File: src/rtl/video_timing_gen.sv
// Runtime-programmable progressive video timing generator. Timing fields are shadowed
// in a pending set and move to the active set only at a frame boundary or while idle.
module video_timing_gen #(
   parameter int CNT_W     = 12,
   parameter int DEF_H_AV  = 640,
   parameter int DEF_H_FP  = 16,
   parameter int DEF_H_S   = 96,
   parameter int DEF_H_BP  = 48,
   parameter int DEF_V_AV  = 480,
   parameter int DEF_V_FP  = 10,
   parameter int DEF_V_S   = 2,
   parameter int DEF_V_BP  = 33,
   parameter int DEF_H_POL = 0,
   parameter int DEF_V_POL = 0
) (
   input  logic             PCLK_I,
   input  logic             SRst,
   input  logic             EN_I,
   input  logic [CNT_W-1:0] CFG_H_AV_I,
   input  logic [CNT_W-1:0] CFG_H_FP_I,
   input  logic [CNT_W-1:0] CFG_H_S_I,
   input  logic [CNT_W-1:0] CFG_H_BP_I,
   input  logic [CNT_W-1:0] CFG_V_AV_I,
   input  logic [CNT_W-1:0] CFG_V_FP_I,
   input  logic [CNT_W-1:0] CFG_V_S_I,
   input  logic [CNT_W-1:0] CFG_V_BP_I,
   input  logic             CFG_H_POL_I,
   input  logic             CFG_V_POL_I,
   input  logic             CFG_LOAD_I,
   output logic             CFG_BUSY_O,
   output logic [CNT_W-1:0] HCNT_O,
   output logic [CNT_W-1:0] VCNT_O,
   output logic             VDE_O,
   output logic             HS_O,
   output logic             VS_O,
   output logic             SOF_O,
   output logic             EOL_O
);

   localparam int TW     = CNT_W + 2;
   localparam int DEF_HT = DEF_H_AV + DEF_H_FP + DEF_H_S + DEF_H_BP;
   localparam int DEF_VT = DEF_V_AV + DEF_V_FP + DEF_V_S + DEF_V_BP;

   typedef struct packed {
      logic [CNT_W-1:0] h_av;
      logic [CNT_W-1:0] h_fp;
      logic [CNT_W-1:0] h_s;
      logic [CNT_W-1:0] h_bp;
      logic [CNT_W-1:0] v_av;
      logic [CNT_W-1:0] v_fp;
      logic [CNT_W-1:0] v_s;
      logic [CNT_W-1:0] v_bp;
      logic             h_pol;
      logic             v_pol;
   } timing_t;

   localparam timing_t DEF_TIMING = {
      CNT_W'(DEF_H_AV), CNT_W'(DEF_H_FP), CNT_W'(DEF_H_S), CNT_W'(DEF_H_BP),
      CNT_W'(DEF_V_AV), CNT_W'(DEF_V_FP), CNT_W'(DEF_V_S), CNT_W'(DEF_V_BP),
      1'(DEF_H_POL), 1'(DEF_V_POL)
   };

   function automatic logic [TW-1:0] h_total(input timing_t t);
      return TW'(t.h_av) + TW'(t.h_fp) + TW'(t.h_s) + TW'(t.h_bp);
   endfunction

   function automatic logic [TW-1:0] v_total(input timing_t t);
      return TW'(t.v_av) + TW'(t.v_fp) + TW'(t.v_s) + TW'(t.v_bp);
   endfunction

   timing_t          act;
   timing_t          pend;
   timing_t          cfg;
   timing_t          nxt;
   logic [CNT_W-1:0] h;
   logic [CNT_W-1:0] v;
   logic [TW-1:0]    ht;
   logic [TW-1:0]    vt;
   logic [TW-1:0]    nxt_ht;
   logic [TW-1:0]    nxt_vt;
   logic [TW-1:0]    hx;
   logic [TW-1:0]    vx;
   logic [TW-1:0]    hs_start;
   logic [TW-1:0]    hs_end;
   logic [TW-1:0]    vs_start;
   logic [TW-1:0]    vs_end;
   logic             h_last;
   logic             v_last;
   logic             frame_wrap;
   logic             apply;
   logic             hs_act;
   logic             vs_act;
   logic             vde_act;

   assign cfg = {CFG_H_AV_I, CFG_H_FP_I, CFG_H_S_I, CFG_H_BP_I,
                 CFG_V_AV_I, CFG_V_FP_I, CFG_V_S_I, CFG_V_BP_I,
                 CFG_H_POL_I, CFG_V_POL_I};

   // Position decode against the active set, plus the set that will be in force next cycle.
   always_comb begin
      ht         = h_total(act);
      vt         = v_total(act);
      hx         = TW'(h);
      vx         = TW'(v);
      h_last     = (hx == ht - TW'(1));
      v_last     = (vx == vt - TW'(1));
      frame_wrap = EN_I & h_last & v_last;
      apply      = CFG_BUSY_O & (frame_wrap | ~EN_I);
      if (apply) begin
         nxt = pend;
      end else begin
         nxt = act;
      end
      nxt_ht   = h_total(nxt);
      nxt_vt   = v_total(nxt);
      hs_start = TW'(act.h_av) + TW'(act.h_fp);
      hs_end   = hs_start + TW'(act.h_s);
      vs_start = TW'(act.v_av) + TW'(act.v_fp);
      vs_end   = vs_start + TW'(act.v_s);
      hs_act   = (hx >= hs_start) && (hx < hs_end);
      // VS toggles on the HS leading edge, so its first and last lines are partial.
      vs_act   = ((vx > vs_start) && (vx < vs_end)) ||
                 ((vx == vs_start) && (hx >= hs_start)) ||
                 ((vx == vs_end) && (hx < hs_start));
      vde_act  = (hx < TW'(act.h_av)) && (vx < TW'(act.v_av));
   end

   // Shadow register set: a load always wins the busy flag over a coincident apply.
   always_ff @(posedge PCLK_I) begin
      if (SRst) begin
         act        <= DEF_TIMING;
         pend       <= '0;
         CFG_BUSY_O <= 1'b0;
      end else begin
         if (apply) begin
            act <= pend;
         end
         if (CFG_LOAD_I) begin
            pend       <= cfg;
            CFG_BUSY_O <= 1'b1;
         end else if (apply) begin
            CFG_BUSY_O <= 1'b0;
         end
      end
   end

   // Pixel/line counters; idle parks them on the last pixel of the next-cycle timing.
   always_ff @(posedge PCLK_I) begin
      if (SRst) begin
         h <= CNT_W'(DEF_HT - 1);
         v <= CNT_W'(DEF_VT - 1);
      end else if (!EN_I) begin
         h <= CNT_W'(nxt_ht - TW'(1));
         v <= CNT_W'(nxt_vt - TW'(1));
      end else if (h_last) begin
         h <= {CNT_W{1'b0}};
         v <= v_last ? {CNT_W{1'b0}} : v + CNT_W'(1);
      end else begin
         h <= h + CNT_W'(1);
      end
   end

   // Output registers, all derived from the same counter snapshot.
   always_ff @(posedge PCLK_I) begin
      if (SRst) begin
         HCNT_O <= {CNT_W{1'b0}};
         VCNT_O <= {CNT_W{1'b0}};
         VDE_O  <= 1'b0;
         HS_O   <= ~DEF_TIMING.h_pol;
         VS_O   <= ~DEF_TIMING.v_pol;
         SOF_O  <= 1'b0;
         EOL_O  <= 1'b0;
      end else begin
         HCNT_O <= h;
         VCNT_O <= v;
         if (EN_I) begin
            VDE_O <= vde_act;
            HS_O  <= hs_act ~^ act.h_pol;
            VS_O  <= vs_act ~^ act.v_pol;
            SOF_O <= (h == {CNT_W{1'b0}}) && (v == {CNT_W{1'b0}});
            EOL_O <= h_last;
         end else begin
            VDE_O <= 1'b0;
            HS_O  <= ~act.h_pol;
            VS_O  <= ~act.v_pol;
            SOF_O <= 1'b0;
            EOL_O <= 1'b0;
         end
      end
   end

endmodule

File: config.mk
export PLATFORM = sky130hd
export DESIGN_NAME = video_timing_gen
export DESIGN_NICKNAME = d
export VERILOG_FILES = /design/src/rtl/video_timing_gen.sv
export SDC_FILE = /design/constraint.sdc
export NUM_CORES = 1
export LEC_CHECK = 0
export ABC_AREA = 1
export CAP_MARGIN = 15
export CELL_PAD_IN_SITES_DETAIL_PLACEMENT = 0
export CELL_PAD_IN_SITES_GLOBAL_PLACEMENT = 2
export CORE_UTILIZATION = 35
export CTS_CLUSTER_DIAMETER = 60
export DETAILED_ROUTE_END_ITERATION = 8
export GPL_TIMING_DRIVEN = 0
export PLACE_DENSITY = 0.93
export RECOVER_POWER = 50
export SETUP_SLACK_MARGIN = 0.5
export SLEW_MARGIN = 20
export SYNTH_ARGS = -nofsm -noshare
export SYNTH_HDL_FRONTEND = slang
export SYNTH_SLANG_ARGS = --single-unit
File: constraint.sdc
create_clock -name PCLK_I -period 11.1 [get_ports PCLK_I]
set_input_delay 2.775 -clock PCLK_I [delete_from_list [all_inputs] [get_ports PCLK_I]]
set_output_delay 2.775 -clock PCLK_I [all_outputs]
set_load 0.02 [all_outputs]
==> key figures <==
Layout
  • Area delta synth->final: 18.7%
  • Final net count: 2927
  • Fillers: 5050
  • Ant. Diodes: 0
  • Share of layout cells above drive strength 1: under 10%
  • Most frequent cells in the layout: 425 x inv_1, 332 x nand2_1, 300 x nor2_1, 250 x dfxtp_1, 215 x ha_1
  • Commonest non-fill, non-tap cell in the layout: inv_1
  • Fin util: 42.3%

Power
  • Total chip power: 3.75 mW
  • Power per Cell Area: 180 nW/um2
  • Lkg Pwr: 10.4 nW
  • Maximum vdd drop: just under 0.09 mV

Die
  • Initial Util: 35.6%
  • Die Y: 226 um
  • Core outline area: 49200 um2
  • I/O Pins: 132
  • Die width: 226 um
  • FP Rows: 81
  • Die Footprint: 50900 um2

Synth
  • Top post-synthesis cells by area: dfxtp_1 29%, ha_1 15%, inv_1 9.1%
  • Synth top area share: 28.6%
  • EDFF count, synth: 0
  • Synthesis warning total: 0
  • Post-synth top area cell: dfxtp_1
  • Sequential area share after synthesis: between 20% and 30%
  • Synth Register Bits: 250
  • Post-synth ARST share: 0%
  • Post-Synthesis Cells: 2396
  • Syn nets: 2761
  • Ys flop type: dfxtp_1
  • Count of cell types in the netlist: 54
  • Synthesized area: 17500 um2
  • Syn avg cell area: 7.31 um2

Drt
  • Total Wirelength: 58.8 mm
  • Via Count: 15838
  • ANT nets after route: 0
  • Drt pass-1 iters: 7
  • DRC: 0
  • Post-DR wirelength/cell: 18.1 um
  • DR vias/cell: 4.87
  • Initial detailed-routing violation count: 1111

STA
  • Clock skew: 0.0303 ns
  • TNS Setup: 0 ns
  • RSZ-0062 raised after global routing: false
  • FMAX: 0.102 GHz
  • Final Hold Viols: 0
  • Max-Slew Margin vs Limit: approximately 14%
  • Setup Viol. Count Final: 0
  • Final worst path period share: 88.7%
  • Slew Limit Fails: 0
  • Tmin final: a little under 10 ns
  • Pin slew with the least headroom to its limit: 1.26 ns

Clock network
  • CTS tree: yes
  • H-tree Lvls: 2
  • Worst-Skew Late Latency: 0.56 ns
  • Total CTS buffers: 35
  • CTS Sinks: 250
  • Root buf cell: clkbuf_16
  • Setup Buffers After CTS: 0
  • Buffer depth of the longest clock path: 3
  • Clk pin slew, worst setup/hold paths: 0.06 ns

Global route
  • Tot GR Track Use: 23.2%
  • Vias in the first global route: 15196
  • First-pass GRT wire length: 88.1 mm
  • Initial antenna violation count: 0
  • GRT overflow: 0
  • Largest net degree at the start of global routing: 14

Worst setup path
  • Max stage delay on crit path: 0.55 ns
  • CP Launch Type: flip-flop
  • Setup crit end kind: flip-flop
  • CP Data Required Time: 11.59 ns
  • Setup Crit Path Kind: reg -> reg
  • Crit path max fanout: 10
  • Slowest cell on the critical path: fa_1
  • Worst endpoint data arrival time: 10.33 ns
  • Crit-path most repeated cell: nand2_1

Outcome
  • Status: finished, final reports clean

Place
  • Hpwl dp: 49.0 mm
  • Port buffer count: around 130
  • GPL Wtd Cong: 0.895

Flow run
  • Max-cap violations: 0

Worst hold path
  • Hold Path Class: reg -> reg
==> cell families after synthesis <==
group,after synthesis,synth area share [%]
xor+xnor,84,4.20
flops,250,28.6
compound gates,440,13.9
buf+inv,516,11.3
fa+ha+maj,263,20.8
mux,21,1.20
simple gates,822,19.9
==> cell usage after synthesis, types with 26 or more instances <==
| cell | n |
|---|---|
| a21oi_1 | 162 |
| clkbuf_1 | 56 |
| dfxtp_1 | 250 |
| fa_1 | 48 |
| ha_1 | 215 |
| inv_1 | 425 |
| nand2_1 | 332 |
| nand3_1 | 89 |
| nand4_1 | 26 |
| nor2_1 | 300 |
| o21ai_0 | 191 |
| xnor2_1 | 26 |
| xor2_1 | 58 |
==> critical path, delay by kind of cell (launching register included) <==
kind | cells | cell delay [ns]
simple gates | 22 | 2.54
xor+xnor | 2 | 0.45
buf+inv | 8 | 0.89
fa+ha+maj | 10 | 3.59
compound gates | 12 | 1.93
flops | 1 | 0.37
==> metrics by stage <==
stage               cell area, um2  worst slack (ns)  std cells  hold slack, ns
floorplan                    17500              2.77       2396           0.429
global placement             19600             0.935       3189           0.449
detailed placement           19600             0.791       3189           0.449
CTS                          20800             0.726       3250           0.458
global route                 20800             0.529       3250           0.480
finish                       20800              1.26       3250           0.456
==> layer usage <==
layer / vias to the layer above / global-route usage, % / wire length [um]
li1: 8042 / - / -
met1: 7267 / 33.2 / 28500
met2: 456 / 35.6 / 24900
met3: 73 / 3.42 / 3980
met4: 0 / 7.15 / 1500
met5: - / 0 / 0
==> area by class of cell <==
cell class | count | area [um2] | area share, %
plain buffers | 81 | 358 | 1.72
clock buffers | 40 | 925 | 4.45
clock inverters | 21 | 221 | 1.07
inverters | 435 | 1630 | 7.86
multi-input cells | 1630 | 10500 | 50.6
flip-flops and latches | 250 | 5000 | 24.1
well taps | 664 | 831 | 4.00
repair buffers | 129 | 1290 | 6.21
==> registers in the layout, indices dropped and copies added, names as in the netlist, named ones only <==
name        flops
SOF_O           1
VDE_O           1
VS_O            1
HS_O            1
CFG_BUSY_O      1
VCNT_O         12
HCNT_O         12
act            88
v              12
EOL_O           1
h              12
pend           98
==> power by group <==
group | switching (mW) | total (mW) | internal (mW)
combinational | 0.969 | 1.57 | 0.603
clock | 0.469 | 1.11 | 0.638
sequential | 0.0982 | 1.07 | 0.974
==> worst paths after layout <==
path                                from        to  slack, ns  cells after the start
worst min register to register  pend[73]  pend[73]       0.46                      2
worst max register to register   act[86]     v[11]       1.26                     54
worst min-delay path            pend[73]  pend[73]       0.46                      2
worst max-delay path             act[86]     v[11]       1.26                     54
==> timing repair <==
item,4_1_cts,5_1_grt
setup endpoints to repair,0,6
resized for setup,0,14
hold buffers,0,0
Note: power is estimated with default switching activity, not from simulation.
